File: src/rtl/fir_filter.sv
// rtl/fir_filter.sv - direct-form symmetric low-pass FIR with registered full-precision output
module fir_filter #(
  parameter int N1 = 8,
  parameter int N2 = 16,
  parameter int N3 = 32
) (
  input  logic                 clk,
  input  logic                 rst,
  input  logic                 enable,
  input  logic signed [N2-1:0] input_data,
  output logic signed [N3-1:0] output_data,
  output logic signed [N2-1:0] sampleT
);

  function automatic logic signed [N2-1:0] coef(input int k);
    case (k)
      0, 7:    coef = N2'(5);
      1, 6:    coef = N2'(17);
      2, 5:    coef = N2'(42);
      default: coef = N2'(72);
    endcase
  endfunction

  logic signed [N2-1:0] x_q [N1];
  logic signed [N2-1:0] x_d [N1];
  logic signed [N3-1:0] out_q;
  logic signed [N3-1:0] out_d;
  logic signed [N3-1:0] sum;

  // Sum of products over the pre-edge delay line; wraps modulo 2^N3.
  always_comb begin
    logic signed [2*N2-1:0] prod;
    sum  = '0;
    prod = '0;
    for (int k = 0; k < N1; k++) begin
      prod = x_q[k] * coef(k);
      sum  = sum + N3'(prod);
    end
  end

  always_comb begin
    x_d   = x_q;
    out_d = out_q;
    if (enable) begin
      x_d[0] = input_data;
      for (int k = 1; k < N1; k++) x_d[k] = x_q[k-1];
      out_d = sum;
    end
  end

  always_ff @(posedge clk or negedge rst) begin
    if (!rst) begin
      for (int k = 0; k < N1; k++) x_q[k] <= '0;
      out_q <= '0;
    end else begin
      x_q   <= x_d;
      out_q <= out_d;
    end
  end

  assign output_data = out_q;
  assign sampleT     = x_q[0];

endmodule

File: config.mk
export PLATFORM = sky130hd
export DESIGN_NAME = fir_filter
export DESIGN_NICKNAME = d
export VERILOG_FILES = /design/src/rtl/fir_filter.sv
export SDC_FILE = /design/constraint.sdc
export NUM_CORES = 1
export LEC_CHECK = 0
export ABC_AREA = 1
export CAP_MARGIN = 25
export CORE_UTILIZATION = 50
export CTS_CLUSTER_DIAMETER = 80
export CTS_CLUSTER_SIZE = 16
export DETAILED_ROUTE_END_ITERATION = 16
export GPL_TIMING_DRIVEN = 0
export PLACE_DENSITY = 0.67
export SLEW_MARGIN = 10
export SYNTH_ARGS = -nofsm -noshare
export SYNTH_HDL_FRONTEND = slang
export SYNTH_SLANG_ARGS = --single-unit
File: constraint.sdc
create_clock -name clk -period 9.1 [get_ports clk]
set_input_delay 1.365 -clock clk [delete_from_list [all_inputs] [get_ports clk]]
set_output_delay 1.365 -clock clk [all_outputs]
set_load 0.1 [all_outputs]
==> summary.md <==
| Metric | Value |
|---|---|
| Max Freq | 0.1146 GHz |
| R2R Path Start | x_q[38] |
| Worst Hold End | output_data[0] |
| Synthesized cell area | 20270 sq um |
| Ys async rst share | 100.0% |
| DIE AREA | 41350 sq um |
| IO Pins | 67 |
| Drt drc | 0 |
| FF-to-FF setup slack | 0.37 ns |
| First-pass GRT wire length | 87880 um |
| Initial Util | 50.90% |
| CTS tree | yes |
| Hold path start | output_data[0] |
| CTS Hold Bufs | 0 |
| Worst setup path startpoint | x_q[38] |
| Number of vias per cell | 5.053 |
| Clk pin slew, worst setup/hold paths | 0.08 ns |
| Final WL | 54940 um |
| Worst EP required | 9.47 ns |
| Setup Viol. Count Final | 0 |
| Seq/Total Area, Yosys | 19.38% |
| Root Buffer | clkbuf_16 |
| ANT cells | 0 |
| Area grow syn2layout | 9.579% |
| Synth cell types | 39 |
| Finished Cell Area | 22210 sq um |
| Pin count of the biggest net entering global routing | 93 |
| Syn nets | 3032 |
| WS Path Type | flop to flop |
| Deepest clock path buffer count | 2 |
| Area after DPL | 21620 sq um |
| Grt total ovfl | 0 |
| R2R depth | 38 |
| PortBufs | 66 |
| Synth Instances | 2466 |
| Final cell count without fillers | 3090 |
| Horiz. Die Dim | 203.4 um |
| Worst Hold Class | flop to flop |
| Worst EP arrival | 9.10 ns |
| Tightest Pin Transition | 1.065 ns |
| Routability cong. | 0.9352 |
| Max transition margin | 28.99% |
| Initial antenna violation count | 0 |
| FF+latch count, synth | 157 |
| Post-CTS setup buffer count | 0 |
| Startpoint types | flop |
| Period utilization | 95.89% |
| Met2 usage | 45.69% |
| Crit-path most repeated cell | nand2_1 |
| Slew Viols, Final | 0 |
| Crit path max fanout | 5 |
| Hold Crit Depth | 2 |
| Row count | 73 |
| Reg2Reg Capture Point | output_data[26] |
| Main synth FF type | dfrtp_1 |
| GR Util met1 | 39.02% |
| DRT antenna net count | 0 |
| Hpwl dp | 46440 um |
| Initial DRC count | 946 |
| Chip Height | 203.4 um |
| Worst path max stage delay | 0.55 ns |
| Met3 Use GR | 5.465% |
| Hold_ws | 0.4776 ns |
| Total of max-cap violations | 0 |
| Worst path slowest cell | fa_1 |
| Unrepaired setup endpoints after global routing | false |
| Nets | 3118 |
| Tmin final | 8.726 ns |
| Post-cts sizing count | 0 |
| Status | complete, no violations |
| Clk_lat worst skew | 0.50 ns |
| Share of cells above drive strength 1 | 4.639% |
| Number of synthesized flops with an enable pin | 0 |
| Vias | 15614 |
| Endpoints failing hold | 0 |
| Synthesis Warnings | 0 |
| CP endpoint kind | flop |
| Setup TNS | 0 ns |
| TritonRoute pass-1 iters | 5 |
| CTS buffer count | 17 |
| Dpl cells | 3058 |
| H-Tree Depth | 4 |
| TritonCTS Sinks | 157 |
| Syn avg cell area | 8.221 sq um |
| Vias in the first global route | 16237 |
| Mean routed wirelength per cell | 17.78 um |
| All-Layer GR Usage | 28.60% |
| Core Box Area | 39820 sq um |
| Clock skew | 0.01628 ns |
| GR peak layer | met2 |
## cell families after synthesis
kind of cell / after synthesis / share of synthesized area [%]
buffers and inverters: 716 / 13.66
flip-flops: 157 / 19.38
adder cells (fa/ha/maj): 547 / 42.65
XOR/XNOR: 51 / 2.203
AO/OA/AOI/OAI: 212 / 6.203
AND/OR/NAND/NOR: 783 / 15.90
## sequential cells by signal (all words and copies together), names as in the netlist
| signal | flops |
|---|---|
| x_q | 112 |
| output_data | 29 |
| sampleT | 16 |
## layout make-up
cell class | count | area (sq um)
timing repair buffer | 67 | 693.2
clock inverter | 15 | 166.4
tap | 525 | 656.9
sequential | 157 | 3929
fill | 3763 | 17610
multi-input combinational | 1593 | 13570
inverter | 663 | 2489
clock buffer | 17 | 425.4
buffer | 53 | 281.5
## how the worst max path moves through the flow
| stage | to | depth (start not counted) |
|---|---|---|
| 2_1_floorplan | output_data[30] | 39 |
| 3_3_place_gp | x_q[47] | 1 |
| 3_5_place_dp | output_data[26] | 38 |
| 4_1_cts | output_data[26] | 38 |
| 5_1_grt | output_data[23] | 34 |
| 6_report | output_data[26] | 38 |
## through the flow
step | setup slack (ns) | util, %
after floorplan | 1.589 | -
after global placement | -0.008389 | 54.21
after detailed placement | 0.4524 | 54.30
after CTS | 0.4261 | 55.78
after global routing | 0.05975 | 55.78
final | 0.3742 | 55.78
## critical path: cells and delay by family, from the launching register on
family                     cells  cell delay, ns
AOI/OAI and AO/OA              1            0.14
adders and majority gates     12            5.52
buffers and inverters          8            0.46
DFF                            1            0.49
and+or+nand+nor               17            1.97
## routing by layer
layer	share of wire (%)	wire length, um
met1	44	24330
met4	2.8	1511
met2	46	25320
met3	6.9	3773
met5	0	0
## cells in the final DEF (no fill, tap or decap), drive strengths merged, types with 6 or more instances in the layout
cell type,Yosys,final
fa,240,240
nand3,70,70
a21o,15,15
dfrtp,157,157
xnor2,24,24
o21ai,110,110
buf,31,33
ha,307,307
o21bai,9,9
a21oi,66,66
inv,663,673
xor2,27,27
nand4,11,11
clkdlybuf4s50,0,65
clkbuf,22,39
or2,8,8
nand2,598,598
nor2,82,82
nand3b,6,6
## cells in the mapped netlist, types with 6 or more instances
master	count	area [sq um]
inv_1	658	2470
nand2_1	585	2196
ha_1	307	3841
fa_1	240	4805
dfrtp_1	157	3929
o21ai_0	101	505.5
nor2_1	68	255.2
nand3_1	65	325.3
a21oi_1	61	305.3
xor2_1	27	236.5
xnor2_1	24	210.2
clkbuf_1	22	82.58
buf_4	19	142.6
a21o_1	15	112.6
nand2_2	13	81.33
nand4_1	11	68.82
nor2_2	11	68.82
buf_2	9	45.04
nand3b_1	6	45.04
Power is not shown: default switching activity piles up to over one toggle a cycle in this logic, so the estimate is an artifact.
